<file path="src/rtl/apb_ram_pkg.sv">
// Shared types and elaboration helpers for the apb4_ram slave memory.
package apb_ram_pkg;

    typedef enum logic [1:0] {
        StIdle = 2'd0,
        StWait = 2'd1,
        StResp = 2'd2
    } state_t;

    localparam int unsigned MAX_WAIT = 15;
    localparam int unsigned WCNT_W   = 4;

    function automatic int unsigned lane_cnt(input int unsigned data_w);
        return data_w / 8;
    endfunction

    function automatic int unsigned idx_width(input int unsigned depth);
        return $clog2(depth);
    endfunction

    // Byte-offset bits inside one word; zero for an 8-bit bus.
    function automatic int unsigned lane_lsb(input int unsigned data_w);
        return $clog2(data_w / 8);
    endfunction

endpackage

</file>
<file path="src/rtl/apb_ram_mem.sv">
// DEPTH x DATA_W storage with per-byte-lane write enables and a combinational read port.
// Contents are deliberately not reset.
module apb_ram_mem
    import apb_ram_pkg::*;
#(
    parameter int unsigned DATA_W = 32,
    parameter int unsigned DEPTH  = 64
) (
    input  logic                          clk_i,
    input  logic [lane_cnt(DATA_W)-1:0]   we_i,
    input  logic [idx_width(DEPTH)-1:0]   addr_i,
    input  logic [DATA_W-1:0]             wdata_i,
    output logic [DATA_W-1:0]             rdata_o
);

    localparam int unsigned Lanes = lane_cnt(DATA_W);
    localparam int unsigned IdxW  = idx_width(DEPTH);

    logic [DATA_W-1:0] mem_q [DEPTH];
    logic              in_range;

    // Guards the unused encodings when DEPTH is not a power of two.
    assign in_range = {1'b0, addr_i} < (IdxW + 1)'(DEPTH);

    always_ff @(posedge clk_i) begin
        if (in_range) begin
            for (int k = 0; k < Lanes; k++) begin
                if (we_i[k]) begin
                    mem_q[addr_i][k*8 +: 8] <= wdata_i[k*8 +: 8];
                end
            end
        end
    end

    assign rdata_o = in_range ? mem_q[addr_i] : '0;

endmodule

</file>
<file path="src/rtl/apb4_ram.sv">
// APB4 slave RAM: byte-addressed decode, optional wait states, registered response.
// Byte-lane strobes are enabled by defining APB_RAM_PSTRB_EN.
module apb4_ram
    import apb_ram_pkg::*;
#(
    parameter int unsigned DATA_W      = 32,
    parameter int unsigned ADDR_W      = 32,
    parameter int unsigned DEPTH       = 64,
    parameter int unsigned WAIT_CYCLES = 0
) (
    input  logic                  pclk,
    input  logic                  presetn,
    input  logic                  psel,
    input  logic                  penable,
    input  logic                  pwrite,
    input  logic [ADDR_W-1:0]     paddr,
    input  logic [DATA_W-1:0]     pwdata,
`ifdef APB_RAM_PSTRB_EN
    input  logic [DATA_W/8-1:0]   pstrb,
`endif
    output logic [DATA_W-1:0]     prdata,
    output logic                  pready,
    output logic                  pslverr
);

    localparam int unsigned Lanes = lane_cnt(DATA_W);
    localparam int unsigned IdxW  = idx_width(DEPTH);
    localparam int unsigned Lsb   = lane_lsb(DATA_W);

    localparam logic [ADDR_W-1:0] AlignMask = ADDR_W'(Lanes - 1);
    localparam logic [WCNT_W-1:0] WaitInit  =
        (WAIT_CYCLES == 0) ? '0 : WCNT_W'(WAIT_CYCLES - 1);

    if (!(DATA_W == 8 || DATA_W == 16 || DATA_W == 32 || DATA_W == 64)) begin : g_bad_data_w
        $error("apb4_ram: DATA_W must be 8, 16, 32 or 64");
    end
    if (DEPTH < 2) begin : g_bad_depth
        $error("apb4_ram: DEPTH must be at least 2");
    end
    if (WAIT_CYCLES > MAX_WAIT) begin : g_bad_wait
        $error("apb4_ram: WAIT_CYCLES must be 0..15");
    end

    state_t              state_q, state_d;
    logic [WCNT_W-1:0]   wcnt_q, wcnt_d;
    logic [IdxW-1:0]     idx_q, idx_d;
    logic                write_q, write_d;
    logic                err_q, err_d;
    logic [DATA_W-1:0]   wdata_q, wdata_d;
    logic [Lanes-1:0]    strb_q, strb_d;
    logic [DATA_W-1:0]   prdata_q, prdata_d;
    logic                pready_q, pready_d;
    logic                pslverr_q, pslverr_d;

    logic                setup;
    logic [ADDR_W-1:0]   word_idx;
    logic                err_live;
    logic [Lanes-1:0]    strb_live;

    logic [IdxW-1:0]     cur_idx;
    logic                cur_write;
    logic                cur_err;
    logic [DATA_W-1:0]   cur_wdata;
    logic [Lanes-1:0]    cur_strb;

    logic [Lanes-1:0]    mem_we;
    logic [DATA_W-1:0]   mem_rdata;

    assign setup    = psel && !penable;
    assign word_idx = paddr >> Lsb;
    assign err_live = ((paddr & AlignMask) != '0) || (word_idx >= ADDR_W'(DEPTH));

`ifdef APB_RAM_PSTRB_EN
    assign strb_live = pstrb;
`else
    assign strb_live = '1;
`endif

    // With zero wait states RESP is entered on the edge that samples SETUP, so the
    // live bus must feed the memory; afterwards the latched request is used.
    always_comb begin
        if (state_q == StIdle) begin
            cur_idx   = word_idx[IdxW-1:0];
            cur_write = pwrite;
            cur_err   = err_live;
            cur_wdata = pwdata;
            cur_strb  = strb_live;
        end else begin
            cur_idx   = idx_q;
            cur_write = write_q;
            cur_err   = err_q;
            cur_wdata = wdata_q;
            cur_strb  = strb_q;
        end
    end

    always_ff @(posedge pclk or negedge presetn) begin
        if (!presetn) begin
            state_q   <= StIdle;
            wcnt_q    <= '0;
            idx_q     <= '0;
            write_q   <= 1'b0;
            err_q     <= 1'b0;
            wdata_q   <= '0;
            strb_q    <= '0;
            prdata_q  <= '0;
            pready_q  <= 1'b0;
            pslverr_q <= 1'b0;
        end else begin
            state_q   <= state_d;
            wcnt_q    <= wcnt_d;
            idx_q     <= idx_d;
            write_q   <= write_d;
            err_q     <= err_d;
            wdata_q   <= wdata_d;
            strb_q    <= strb_d;
            prdata_q  <= prdata_d;
            pready_q  <= pready_d;
            pslverr_q <= pslverr_d;
        end
    end

    always_comb begin
        state_d = state_q;
        wcnt_d  = wcnt_q;
        idx_d   = idx_q;
        write_d = write_q;
        err_d   = err_q;
        wdata_d = wdata_q;
        strb_d  = strb_q;
        case (state_q)
            StIdle: begin
                if (setup) begin
                    idx_d   = cur_idx;
                    write_d = cur_write;
                    err_d   = cur_err;
                    wdata_d = cur_wdata;
                    strb_d  = cur_strb;
                    if (WAIT_CYCLES == 0) begin
                        state_d = StResp;
                    end else begin
                        state_d = StWait;
                        wcnt_d  = WaitInit;
                    end
                end
            end
            StWait: begin
                // Master abort: drop the transfer without a response or write.
                if (!psel) begin
                    state_d = StIdle;
                    wcnt_d  = '0;
                end else if (wcnt_q == '0) begin
                    state_d = StResp;
                end else begin
                    wcnt_d = wcnt_q - 1'b1;
                end
            end
            StResp:  state_d = StIdle;
            default: state_d = StIdle;
        endcase
    end

    always_comb begin
        mem_we    = '0;
        prdata_d  = '0;
        pready_d  = 1'b0;
        pslverr_d = 1'b0;
        if (state_d == StResp) begin
            pready_d = 1'b1;
            if (cur_err) begin
                pslverr_d = 1'b1;
            end else if (cur_write) begin
                mem_we = cur_strb;
            end else begin
                prdata_d = mem_rdata;
            end
        end
    end

    apb_ram_mem #(
        .DATA_W (DATA_W),
        .DEPTH  (DEPTH)
    ) u_mem (
        .clk_i   (pclk),
        .we_i    (mem_we),
        .addr_i  (cur_idx),
        .wdata_i (cur_wdata),
        .rdata_o (mem_rdata)
    );

    assign prdata  = prdata_q;
    assign pready  = pready_q;
    assign pslverr = pslverr_q;

endmodule
</file>
<file path="config.mk">
export PLATFORM = sky130hd
export DESIGN_NAME = apb4_ram
export DESIGN_NICKNAME = d
export VERILOG_FILES = /design/src/rtl/apb_ram_pkg.sv /design/src/rtl/apb_ram_mem.sv /design/src/rtl/apb4_ram.sv
export SDC_FILE = /design/constraint.sdc
export NUM_CORES = 2
export LEC_CHECK = 0
export CELL_PAD_IN_SITES_DETAIL_PLACEMENT = 0
export CELL_PAD_IN_SITES_GLOBAL_PLACEMENT = 1
export CORE_MARGIN = 8
export CORE_UTILIZATION = 48
export DETAILED_ROUTE_END_ITERATION = 10
export PLACE_DENSITY_LB_ADDON = 0.1
export SYNTH_ARGS = -nofsm -noshare
export SYNTH_HDL_FRONTEND = slang
export SYNTH_SLANG_ARGS = --single-unit
</file>
<file path="constraint.sdc">
create_clock -name pclk -period 3.2 [get_ports pclk]
set_input_delay 0.48 -clock pclk [delete_from_list [all_inputs] [get_ports pclk]]
set_output_delay 0.48 -clock pclk [all_outputs]
set_load 0.005 [all_outputs]
</file>
**Word level (Yosys, flattened, before mapping)**

Memory sizes are Yosys's and may differ from the RTL's.
Cells that the tools add are included.

- $add $sub $neg: 1
- $lt $le $gt $ge: 1
- Equality and inequality tests: 3
- Mux-type cells: 28
- Reductions and logical operators: 8

Operators with widths:

| kind | count |
|---|---|
| $mux 32 | 4 |
| $reduce_bool 32->1 | 1 |
| $ge 30x7->1 const B | 1 |
| $mux 4 | 6 |
| $mux 1 | 13 |
| $mux 2 | 3 |
| $mux 6 | 1 |
| $logic_not 4->1 | 1 |
| $pmux 2 s2 | 1 |
| $reduce_and 2->1 | 2 |
| $sub 4x1->4 const B | 1 |
| $eq 2x1->1 const B | 1 |
| $eq 2x2->1 const B | 1 |
| $logic_not 2->1 | 1 |
| $ne 2x2->1 const B | 1 |
| $logic_and 1x1->1 | 1 |
| $logic_not 1->1 | 1 |
| $logic_or 1x1->1 | 1 |

- Register bits after elaboration: 84
- Bits in writable memories: 2048
- Input port bits: 69
- Logic and storage cells: 52
- Memories kept: 1

Memories:

| memory | depth | bits a word | read ports | clocked after Yosys merged registers in | write ports | line | text |
|---|---|---|---|---|---|---|---|
| u_mem.mem_q | 64 | 32 | 1 | 0 | 1 | apb_ram_mem.sv:19 | `logic [DATA_W-1:0] mem_q [DEPTH];` |

**Longest topological paths before layout**

- Word-level depth: 8
- Gate-level depth with buffers: 13
- Mapped depth without buffers: 10

**Modules after synthesis**

Synthesis repeated with hierarchy kept, for this count alone.

- Cell total of the unflattened synthesis: 4752
- Area, all modules: 82188.8 µm²

By module, submodules not included:

| module | times used | cells an instance | area each (µm²) | sequential area each (µm²) |
|---|---|---|---|---|
| apb_ram_mem | 1 | 4449 | 78358.9 | 61499.0 |
| apb4_ram | 1 | 303 | 3829.9 | 2102.0 |

**Worst setup path after synthesis**

Ideal clock, no wire load.

- Path type: reg-to-reg
- Start point: register state_q[0]
- End point: memory u_mem.mem_q[5][16] (enable)
- Setup time: 0.383 ns
- Arrival: 2.835 ns
- Required time: 2.817 ns
- Slack: -0.019 ns
- Cell stages (with the launch flop): 11
- Clock period less this slack: 3.219 ns
- Cells stage by stage: dfrtp_1 buf_4 buf_2 nor2_1 mux2i_1 buf_2 nand2_1 buf_2 buf_2 clkbuf_1 nor3_1

- Longest elaborated chain between the ends: 7
- Elaborated cells on any way between the ends: 16
- Those cells by class: eq/ne (2); mux (13); reduce/logical (1)

RTL lines:

| what | line | text |
|---|---|---|
| from (decl) | apb4_ram.sv:44 | `state_t state_q, state_d;` |
| from (signal assigned) | apb4_ram.sv:99 | `state_q <= StIdle;` |
| from (signal assigned) | apb4_ram.sv:110 | `state_q <= state_d;` |
| $mux 2 or $logic_not 2->1 (tied branches) | apb4_ram.sv:152, apb4_ram.sv:82, apb4_ram.sv:131 |  |
| $mux 2, or another cell as far along | apb4_ram.sv:149 | `if (!psel) begin` |
| $pmux 2 s2 or $mux 4 (tied branches) | apb4_ram.sv:131, apb4_ram.sv:172 |  |
| $eq 2x2->1 or $mux 4 (tied branches) | apb4_ram.sv:168, apb4_ram.sv:170 |  |
| $mux 4 | apb4_ram.sv:168 | `if (state_d == StResp) begin` |
| $mux 1 | apb_ram_mem.sv:28 | `if (we_i[k]) begin` |
| $mux 1 (implied by the code) | apb_ram_mem.sv:29 | `mem_q[addr_i][k*8 +: 8] <= wdata_i[k*8 +: 8];` |
| to (decl) | apb_ram_mem.sv:19 |  |

Several ways; a longest one is shown, not always the timed one.

**Final worst setup path**

- Start point: register state_q[0]
- End point: register prdata_q[5] (netlist: prdata[5])

- Longest elaborated chain between the ends: 6
- Elaborated cells on any way between the ends: 14
- Those cells by class: eq/ne (2); mux (10); reduce/logical (1); memory (1)

RTL lines:

| what | line | text |
|---|---|---|
| $logic_not 2->1 | apb4_ram.sv:82, apb4_ram.sv:131 |  |
| $mux 6 | apb4_ram.sv:82 | `if (state_q == StIdle) begin` |
| $mem_v2 64x32 | n/a |  |
| $mux 32 | apb4_ram.sv:172 | `end else if (cur_write) begin` |
| $mux 32 | apb4_ram.sv:170 | `if (cur_err) begin` |
| $mux 32 * | apb4_ram.sv:168 |  |
| via prdata_d[5] | apb4_ram.sv:51 | `logic [DATA_W-1:0] prdata_q, prdata_d;` |
| to (signal assigned) | apb4_ram.sv:117 | `prdata_q <= prdata_d;` |
| to (decl) | apb4_ram.sv:51 |  |

Mark *: on every way through the listed nets, which the timed path passes. The rest lies on a longest branch.
A chain may end at the register's enable or synchronous reset.

==> run summary <==
Outcome -> complete, no violations
Worst setup endpoint -> prdata[5]
Crit-path max cell delay -> 0.98 ns
Cell Chain, Critical Path -> buf_4 > nor2_4 > buf_4 > o31ai_4 > buf_4 > nand3_1 > a31oi_1 > nor4_2 > nor4b_2
CTS Root Buffer Type -> clkbuf_16
Critical Path RT -> 3.90 ns
# nets final -> 6063
Slew headroom -> 15.83%
Worst setup path start -> state_q[0]
Final setup vio count -> 0
Syn_area_per_cell -> 16.12 um^2
Critical path class -> register to register
CTS Buf Count -> 212
Synth top cells by count -> edfxtp_1, o22ai_1, nand2_1
DRC -> 0
Antenna violations before repair -> 4
CP Max Fanout -> 12
CP Launch Type -> register
Final hold vios -> 0
Setup Total Neg Slack -> 0 ns
Clk buf depth -> 3
Worst-margin pin slew -> 1.263 ns
Slew Limit Fails -> 0
Final Routed Wirelength -> 259900 um
Die ar. -> 178700 um^2
Grt total ovfl -> 0
Vias in the first global route -> 50830
Post-synth EDFFs -> 2048
Hpwl dp -> 171600 um
Syn nets -> 4998
Most numerous cell in the Yosys netlist -> edfxtp_1
Worst path most repeated cell -> buf_4
RSZ-0062 raised after global routing -> yes
Post-route insts no fill -> 8363
Flop and latch count out of synthesis -> 2132
R2R Path End -> prdata[5]
Synth area leaders -> edfxtp_1, o22ai_1, dfrtp_1, nand2_1, nor3_1
DIE WIDTH -> 422.7 um
Reg-to-Reg Start -> state_q[0]
Top cell type's share of synthesized area -> 77.46%
Setup crit end kind -> register
Inst Count DP -> 7956
Wire length per cell -> 31.07 um
Register-to-Register Setup Slack -> 0.008 ns
Clock skew -> 0.03078 ns
Min cycle time layout -> 3.192 ns
Max cap viols -> 0
Later-pin clock latency in the skew report -> 0.85 ns
Initial Util -> 48.23%
IO Pins -> 103
Initial DRC Count -> 5917
Unique masters post-synth -> 71
Vias -> 51800
Die Span Y -> 422.7 um
Clk sinks -> 2132
CTS tree -> built
Drt via density -> 6.194
Drt pass-1 iters -> 5
Post-synth top flop -> edfxtp_1
Min-delay worst type -> primary input to async pin
Leading area contributor after synthesis -> edfxtp_1
RePlAce Congestion -> 0.8865
VDD IR max -> 0.6015 mV
Synthesized area -> 79400 um^2
Final period util -> 99.75%
Core ar. -> 164600 um^2
Pleak -> 33.70 nW
Port buffer count -> 102
Slowest-stage cell, CP -> o31ai_4
PD cells -> 616.2 nW/um^2
P&R area growth vs syn -> 24.70%
Fmax -> 0.3133 GHz
Yosys warns -> 0
Seq/Total Area, Yosys -> 80.10%
Layout cells sized above 1 -> 25.34%
Worst-path clk slew -> 0.06 ns
Fraction of registers with async set/reset -> 3.940%
Largest net degree at the start of global routing -> 66
Cells after Synth -> 4927
GRT Util Overall -> 28.24%
Global-route wire length before repair -> 368700 um
Worst R2R Path Depth -> 9
Antenna Violating Nets Remaining -> 0
WP data arrival -> 3.89 ns
# rows -> 149
H-tree depth -> 4
## state kept, by name (all words and copies together) (netlist names)
register,cells
idx_q,6
pready,1
err_q,1
prdata,32
u_mem.mem_q,2048
strb_q,4
write_q,1
state_q,2
wcnt_q,4
wdata_q,32
pslverr,1
## critical path, delay by kind of cell, from the launching register on
family	cells	cell delay, ns
AO/OA/AOI/OAI	2	1.33
buffers and inverters	3	0.79
AND/OR/NAND/NOR	4	0.45
flip-flops	1	0.48
## layout by cell type (no fill, tap or decap), drive strengths merged, types with 49 or more instances in the layout
cell,synthesis,final
buf,221,1093
a21oi,199,199
a31oi,49,49
nor3,246,246
clkinv,0,93
nand2,341,341
clkdlybuf4s50,0,101
nor2,253,253
edfxtp,2048,2048
clkbuf,123,277
o22ai,760,760
nor4,135,135
dfrtp,84,84
## what timing repair did
action                                  4_1_cts  5_1_grt
hold buffers                                  1        0
endpoints found under the setup margin       30      135
endpoints found under the hold margin        49        0
pin swaps                                     5        2
setup buffers                                 6        4
resized for setup                            27       23
## per-layer routing
layer / vias to the layer above / track usage, % / share of wire (%)
li1: 22140 / - / -
met1: 26720 / 39.57 / 41
met2: 2541 / 45.17 / 47
met3: 394 / 4.955 / 8.6
met4: 2 / 9.308 / 3.6
met5: - / 0 / 0.0050
## final cells by class
cell class                 instances  area, um^2
sequential                      2132       63600
clock inverter                   118       945.9
fill                           12540       65600
multi-input combinational       2444       14650
antenna                            1       2.502
clock buffer                     277        5717
timing repair buffer            1195       11340
inverter                           7       26.28
tap                             2189        2739
## cells by family (layout without fill, tap and decap cells)
family | after synthesis | after routing | share of synthesized area [%]
fa+ha+maj | 2 | 2 | 0.03151
flops | 2132 | 2132 | 80.10
simple gates | 1130 | 1130 | 6.723
mux | 73 | 73 | 0.9881
compound gates | 1239 | 1239 | 10.05
other cells | 0 | 1 | 0
buf+inv | 351 | 1597 | 2.105
## worst min-delay path by stage
stage | to | startpoint | cells after the start
after floorplan | err_q | presetn | 0
after global placement | wdata_q[29] | wdata_q[29] | 1
after detailed placement | wdata_q[23] | wdata_q[23] | 1
after CTS | wdata_q[12] | presetn | 2
after global routing | write_q | pwrite | 2
final | wdata_q[12] | presetn | 2
## where the power goes
part	total [W]	internal [W]	switching, W
registers	0.0312	0.0311	0.0000665
clock network	0.0240	0.0136	0.0104
logic	0.00586	0.00211	0.00375
## metrics by stage
stage	hold WS (ns)	setup WS (ns)	util (%)	power, W	cell area [um^2]
CTS	0.3021	0.001754	60.06	0.06122	98860
finish	0.3306	0.007877	60.15	0.06102	99010
global placement	0.4892	-0.6916	55.87	0.03742	91970
global route	0.3310	-0.03544	60.15	0.06255	99010
floorplan	0.1844	-0.01883	-	0.03410	79410
detailed placement	0.4955	-0.7877	55.87	0.03748	91970
(Power assumes the default switching activity.)
